File: src/rtl/te_pkg.sv
// Shared constants and the result-entry layout for the transmission-estimation
// filter scheduler.
package te_pkg;

    localparam logic [1:0] EDGE_NONE = 2'd0;
    localparam logic [1:0] EDGE_H    = 2'd1;
    localparam logic [1:0] EDGE_D    = 2'd2;
    localparam logic [1:0] EDGE_V    = 2'd3;

    localparam int OUT_FIFO_DEPTH = 3;
    localparam int CNT_W          = 2;
    localparam int PIX_W          = 8;
    localparam int FLAG_W         = 3;
    localparam int ENTRY_W        = PIX_W + FLAG_W;

    typedef struct packed {
        logic [PIX_W-1:0] pix;
        logic             sof;
        logic             eol;
        logic             eof;
    } res_entry_t;

endpackage

File: src/rtl/te_out_fifo.sv
// Three-entry result FIFO; a push and a pop may land on the same edge.
// The caller's credit scheme guarantees a push never arrives when full.
module te_out_fifo
    import te_pkg::*;
(
    input  logic               clk,
    input  logic               rst,
    input  logic               push_i,
    input  logic [ENTRY_W-1:0] data_i,
    input  logic               pop_i,
    output logic [ENTRY_W-1:0] data_o,
    output logic [CNT_W-1:0]   count_o
);

    logic [ENTRY_W-1:0] mem_q [OUT_FIFO_DEPTH];
    logic [1:0]         wr_ptr_q, wr_ptr_d;
    logic [1:0]         rd_ptr_q, rd_ptr_d;
    logic [CNT_W-1:0]   count_q, count_d;
    logic               pop_eff;

    localparam logic [1:0] PTR_LAST = 2'(OUT_FIFO_DEPTH - 1);

    assign pop_eff = pop_i && (count_q != '0);

    always_comb begin
        wr_ptr_d = wr_ptr_q;
        rd_ptr_d = rd_ptr_q;
        count_d  = count_q;
        if (push_i) begin
            wr_ptr_d = (wr_ptr_q == PTR_LAST) ? 2'd0 : wr_ptr_q + 2'd1;
        end
        if (pop_eff) begin
            rd_ptr_d = (rd_ptr_q == PTR_LAST) ? 2'd0 : rd_ptr_q + 2'd1;
        end
        case ({push_i, pop_eff})
            2'b10:   count_d = count_q + 1'b1;
            2'b01:   count_d = count_q - 1'b1;
            default: count_d = count_q;
        endcase
    end

    always_ff @(posedge clk) begin
        if (rst) begin
            wr_ptr_q <= '0;
            rd_ptr_q <= '0;
            count_q  <= '0;
            for (int i = 0; i < OUT_FIFO_DEPTH; i++) begin
                mem_q[i] <= '0;
            end
        end else begin
            wr_ptr_q <= wr_ptr_d;
            rd_ptr_q <= rd_ptr_d;
            count_q  <= count_d;
            if (push_i) begin
                mem_q[wr_ptr_q] <= data_i;
            end
        end
    end

    assign data_o  = mem_q[rd_ptr_q];
    assign count_o = count_q;

endmodule

File: src/rtl/te_filter_sched.sv
// Scheduler for the TE edge-preserving filter bank: tags beats with pixel
// coordinates, aligns edge code with the 1-cycle filter latency, selects the result.
module te_filter_sched
    import te_pkg::*;
#(
    parameter int IMG_W = 640,
    parameter int IMG_H = 480
) (
    input  logic       clk,
    input  logic       rst,
    input  logic       in_valid,
    output logic       in_ready,
    input  logic       in_sof,
    input  logic [7:0] in_center,
    input  logic [1:0] in_edge,
    output logic       win_fire,
    input  logic [7:0] p0_res,
    input  logic [7:0] p1_res,
    input  logic [7:0] p2_res,
    input  logic [7:0] p3_res,
    output logic       out_valid,
    input  logic       out_ready,
    output logic [7:0] out_pix,
    output logic       out_sof,
    output logic       out_eol,
    output logic       out_eof
);

    localparam int COL_W = $clog2(IMG_W);
    localparam int ROW_W = $clog2(IMG_H);
    localparam logic [COL_W-1:0] COL_LAST = COL_W'(IMG_W - 1);
    localparam logic [ROW_W-1:0] ROW_LAST = ROW_W'(IMG_H - 1);

    // Both handshakes: a transfer happens on an edge where valid && ready;
    // valid never waits on ready, and in_ready depends on registers only.
    logic [COL_W-1:0] col_q, col_d, tag_col;
    logic [ROW_W-1:0] row_q, row_d, tag_row;
    logic             v1_q;
    logic [1:0]       edge1_q;
    logic [7:0]       center1_q;
    logic             border1_q, sof1_q, eol1_q, eof1_q;
    logic [CNT_W-1:0] fifo_count;
    logic [2:0]       credit_used;
    logic [7:0]       sel_pix;
    res_entry_t       push_entry;
    res_entry_t       head_entry;
    logic [ENTRY_W-1:0] head_bits;

    assign credit_used = {1'b0, fifo_count} + {2'b00, v1_q};
    assign in_ready    = credit_used < 3'(OUT_FIFO_DEPTH);
    assign win_fire    = in_valid && in_ready;

    // A start-of-frame beat forces (0,0) so the stream resynchronises.
    assign tag_col = in_sof ? '0 : col_q;
    assign tag_row = in_sof ? '0 : row_q;

    always_comb begin
        col_d = col_q;
        row_d = row_q;
        if (win_fire) begin
            if (tag_col == COL_LAST) begin
                col_d = '0;
                row_d = (tag_row == ROW_LAST) ? '0 : tag_row + 1'b1;
            end else begin
                col_d = tag_col + 1'b1;
                row_d = tag_row;
            end
        end
    end

    always_ff @(posedge clk) begin
        if (rst) begin
            col_q     <= '0;
            row_q     <= '0;
            v1_q      <= 1'b0;
            edge1_q   <= EDGE_NONE;
            center1_q <= '0;
            border1_q <= 1'b0;
            sof1_q    <= 1'b0;
            eol1_q    <= 1'b0;
            eof1_q    <= 1'b0;
        end else begin
            col_q <= col_d;
            row_q <= row_d;
            v1_q  <= win_fire;
            if (win_fire) begin
                edge1_q   <= in_edge;
                center1_q <= in_center;
                border1_q <= (tag_row == '0) || (tag_row == ROW_LAST) ||
                             (tag_col == '0) || (tag_col == COL_LAST);
                sof1_q    <= (tag_col == '0) && (tag_row == '0);
                eol1_q    <= (tag_col == COL_LAST);
                eof1_q    <= (tag_col == COL_LAST) && (tag_row == ROW_LAST);
            end
        end
    end

    // Filter results are valid exactly in the cycle after win_fire, i.e. while v1_q is set.
    always_comb begin
        sel_pix = center1_q;
        if (!border1_q) begin
            case (edge1_q)
                EDGE_NONE: sel_pix = p0_res;
                EDGE_H:    sel_pix = p1_res;
                EDGE_D:    sel_pix = p2_res;
                EDGE_V:    sel_pix = p3_res;
                default:   sel_pix = center1_q;
            endcase
        end
    end

    assign push_entry.pix = sel_pix;
    assign push_entry.sof = sof1_q;
    assign push_entry.eol = eol1_q;
    assign push_entry.eof = eof1_q;

    te_out_fifo u_out_fifo (
        .clk     (clk),
        .rst     (rst),
        .push_i  (v1_q),
        .data_i  (push_entry),
        .pop_i   (out_ready),
        .data_o  (head_bits),
        .count_o (fifo_count)
    );

    assign head_entry = head_bits;
    assign out_valid  = (fifo_count != '0);
    assign out_pix    = head_entry.pix;
    assign out_sof    = head_entry.sof;
    assign out_eol    = head_entry.eol;
    assign out_eof    = head_entry.eof;

endmodule

File: config.mk
export PLATFORM = sky130hd
export DESIGN_NAME = te_filter_sched
export DESIGN_NICKNAME = d
export VERILOG_FILES = /design/src/rtl/te_pkg.sv /design/src/rtl/te_out_fifo.sv /design/src/rtl/te_filter_sched.sv
export SDC_FILE = /design/constraint.sdc
export NUM_CORES = 1
export LEC_CHECK = 0
export CORE_UTILIZATION = 45
export DETAILED_ROUTE_END_ITERATION = 7
export PLACE_DENSITY = 0.66
export SLEW_MARGIN = 40
export SYNTH_ARGS = -nofsm -noshare
export SYNTH_HDL_FRONTEND = slang
export SYNTH_HIERARCHICAL = 1
export SYNTH_SLANG_ARGS = --single-unit
File: constraint.sdc
create_clock -name clk -period 7.1 [get_ports clk]
set_clock_uncertainty 0.15 [all_clocks]
set_input_delay 1.065 -clock clk [delete_from_list [all_inputs] [get_ports clk]]
set_output_delay 1.065 -clock clk [all_outputs]
set_load 0.05 [all_outputs]
==> results by group <==
Drt
  • First-iteration detailed-routing DRC count: 135
  • Vias per inst: 5.649
  • Met3 routed WL: roughly 330 microns
  • Vias: about 3000
  • Drt total wl: ~9000 microns
  • Wire per inst: 16.80 microns
  • Drt drc: 0
  • Wire length on met2: 4835 microns
  • DRT Pass-1 Iters: 5
  • Highest metal layer with signal wires: met4
  • DRT met1 WL: about 3900 microns
  • Post-route antenna net violation count: 0

Outcome
  • Outcome: finished clean

Global route
  • Tot GR Track Use: 20.10%
  • GRT overflow: 0
  • Largest net degree at the start of global routing: 43
  • Initial antenna violation count: 0
  • Vias in the first global route: 2969
  • First-pass GRT wire length: about 15000 microns

STA
  • Endpoints failing hold: 0
  • PnR worst setup slack: 2.511 ns
  • Post-Route Hold Slack: 0.3037 ns
  • Min cycle time layout: 4.589 ns
  • Worst Max-Slew Pin Slew: ~0.75 ns
  • Rel. slew slack: between 40% and 50%
  • RSZ-0062 raised after global routing: false
  • Final setup fails: 0
  • Pins over their slew limit: 0
  • Period utilization: 64.64%
  • Max frequency: approximately 220 MHz
  • Setup TNS Final: 0 ns

Clock network
  • Hold Buf Count CTS: 0
  • Root buf cell: clkbuf_8
  • TritonCTS clock tree: yes
  • CTS Buffer Depth: 2
  • Reg clk slew, reported paths: 0.08 ns
  • Htree depth: 3
  • Resized Gates After CTS: 0
  • Clock sinks: 86
  • CTS buffer count: 9
  • # Post-CTS Setup Buffers: 0
  • Worst-Skew Late Latency: 0.35 ns

Worst setup path
  • Slowest stage delay, CP: ~0.94 ns
  • WP data arrival: 3.37 ns
  • Critical-path top delay cell: clkdlybuf4s50_1
  • WP buf/inv: 4
  • Critical path depth in cells: 5
  • Largest delay contributor family on the critical path: buffers and inverters
  • Cell mode on critical path: clkdlybuf4s50_1
  • Max Fanout on Critical Path: 36
  • R2R depth: 9
  • Critical Path Sink Type: primary output
  • Worst Setup Start Kind: input pin
  • CP cell instances: clkdlybuf4s50_1 -> nand2_1 -> buf_4 -> inv_1 -> clkdlybuf4s50_1
  • Kind of critical path: input pin to primary output
  • Req. time, crit path: 5.88 ns
  • R2R setup slack: 4.28 ns

Place
  • HPWL after DPL: 6361 microns
  • # placed instances: 526
  • Dpl ws: 2.522 ns
  • I/O Buffers: 60
  • Final Wtd Congestion: 0.8619
  • Area after DPL: approximately 4900 sq um

Final layout
  • Final #Nets: a little under 500
  • Share of cells above drive strength 1: 13.36%
  • Antenna cells: 0
  • Post-route cell area: 5077 sq um
  • Post-Layout Cell Count: between 500 and 600
  • P&R area growth vs syn: 20.20%

Min path
  • HP Class: register to register
  • Hold path cells: 2

Run
  • Max_cap viols: 0

Floorplanning
  • Die H: 98.89 microns
  • Core area: 8891 sq um
  • Die area: 9778 sq um
  • Row cnt: 34
  • Die width: 98.89 microns
  • Initial Util: 47.51%
  • Top-Level Pins: 61

Yosys
  • Number of synthesized flops with an enable pin: 44
  • Unique cell type count in the Yosys netlist: 55
  • Ys Warns: 6
  • Cell Area, Synth: ~4200 sq um
  • Largest family of logic cells by synthesized area: simple AND/OR/NAND/NOR gates
  • Synth Area in Compound Gates: 10.46%
  • Ys async rst share: 0%
  • Syn Inst Count: 379
  • Most used DFF post-synth: edfxtp_1
  • Number of synthesized register bits: 86
  • Mux cell area share after synthesis: 12.50%
  • Adder-cell area share of the yosys netlist: 2.073%
  • Synth Area in XOR/XNOR: 0.8294%
  • Sequential-to-total area share from yosys stat: between 50% and 60%
  • Syn nets: roughly 430
  • Syn avg cell area: 11.15 sq um
  • Simple-gate portion of the synthesized area: 19.19%

Power
  • Leak pwr: 1.813 nW
  • Peak supply drop: between 0.0001 and 0.00015 V
  • PwrDens: 242.9 nW/um^2
[cells by family (layout without fill, tap and decap cells)]
group,after synthesis,count (layout)
DFF,86,86
muxes,28,28
AOI/OAI and AO/OA,70,70
buffers and inverters,35,90
and+or+nand+nor,149,149
xor gates and xnor gates,4,4
adders and majority gates,7,7
[path summary, 6_finish.rpt]
kind / start / endpoint
setup / recovery: in_valid / win_fire
hold reg to reg: center1_q[4] / center1_q[4]
setup reg to reg: u_out_fifo/count_o[0] / row_q[3]
hold / removal: center1_q[4] / center1_q[4]
[cell usage after synthesis, drive strengths merged (7+ instances only)]
cell type  number  share of area [%]
nand3          15                1.8
a21oi          25                3.0
clkbuf         14                1.3
mux4           19                 10
buf            10                1.5
a31oi          11                1.6
and2           33                4.9
nor2           12                1.1
ha              7                2.1
dfxtp          42                 20
edfxtp         44                 31
mux2            8                2.1
o21ai          11                1.4
nand2          47                4.2
inv            11               0.98
[metrics by stage]
step / utilization [%] / power (W)
4_1_cts: 57.09 / 0.001247
2_1_floorplan: - / 0.0008125
3_3_place_gp: 54.71 / 0.0009091
6_report: 57.11 / 0.001233
3_5_place_dp: 54.94 / 0.0009143
5_1_grt: 57.11 / 0.001295
[cell type report]
| class | count | area, sq um |
|---|---|---|
| multi-input combinational | 258 | 1923 |
| clock inverter | 6 | 53.80 |
| inverter | 11 | 41.29 |
| timing repair buffer | 63 | 623.1 |
| sequential | 86 | 2163 |
| tap | 108 | 135.1 |
| fill | 765 | 3814 |
| clock buffer | 10 | 137.6 |
[report_power, final]
part,internal [W],switching [W]
clock,0.000143,0.000190
combinational,0.000138,0.000169
sequential,0.000556,0.0000382
total,0.000837,0.000397
[tightest hold or removal path: cells and delay by family (launching register included)]
family          cells  cell delay [ns]
simple gates        1             0.05
compound gates      1             0.05
flops               1             0.31
[layout by cell type, fill, tap and decap left out, types with 15 or more instances in the layout]
master           Yosys  routed
clkdlybuf4s50_1      0      60
dfxtp_1             42      41
edfxtp_1            44      44
and2_1              33      33
a21oi_1             25      25
mux4_2              19      19
nand2_1             47      47
nand3_1             15      15
[sequential cells by signal, indices dropped and copies added (netlist names), named ones only]
signal and flops:
eol1_q 1, edge1_q 2, u_out_fifo/mem_q 44, center1_q 8, u_out_fifo/count_o 2, col_q 10
border1_q 1, u_out_fifo/rd_ptr_q 2, sof1_q 1, u_out_fifo/wr_ptr_q 2, eof1_q 1, row_q 9
v1_q 1
[layer usage]
layer	track usage, %	up-vias
li1	-	1503
met1	25.06	1473
met2	34.80	80
met3	4.681	6
met4	5.855	0
met5	0	-
Power figures use the tool's default switching activity.
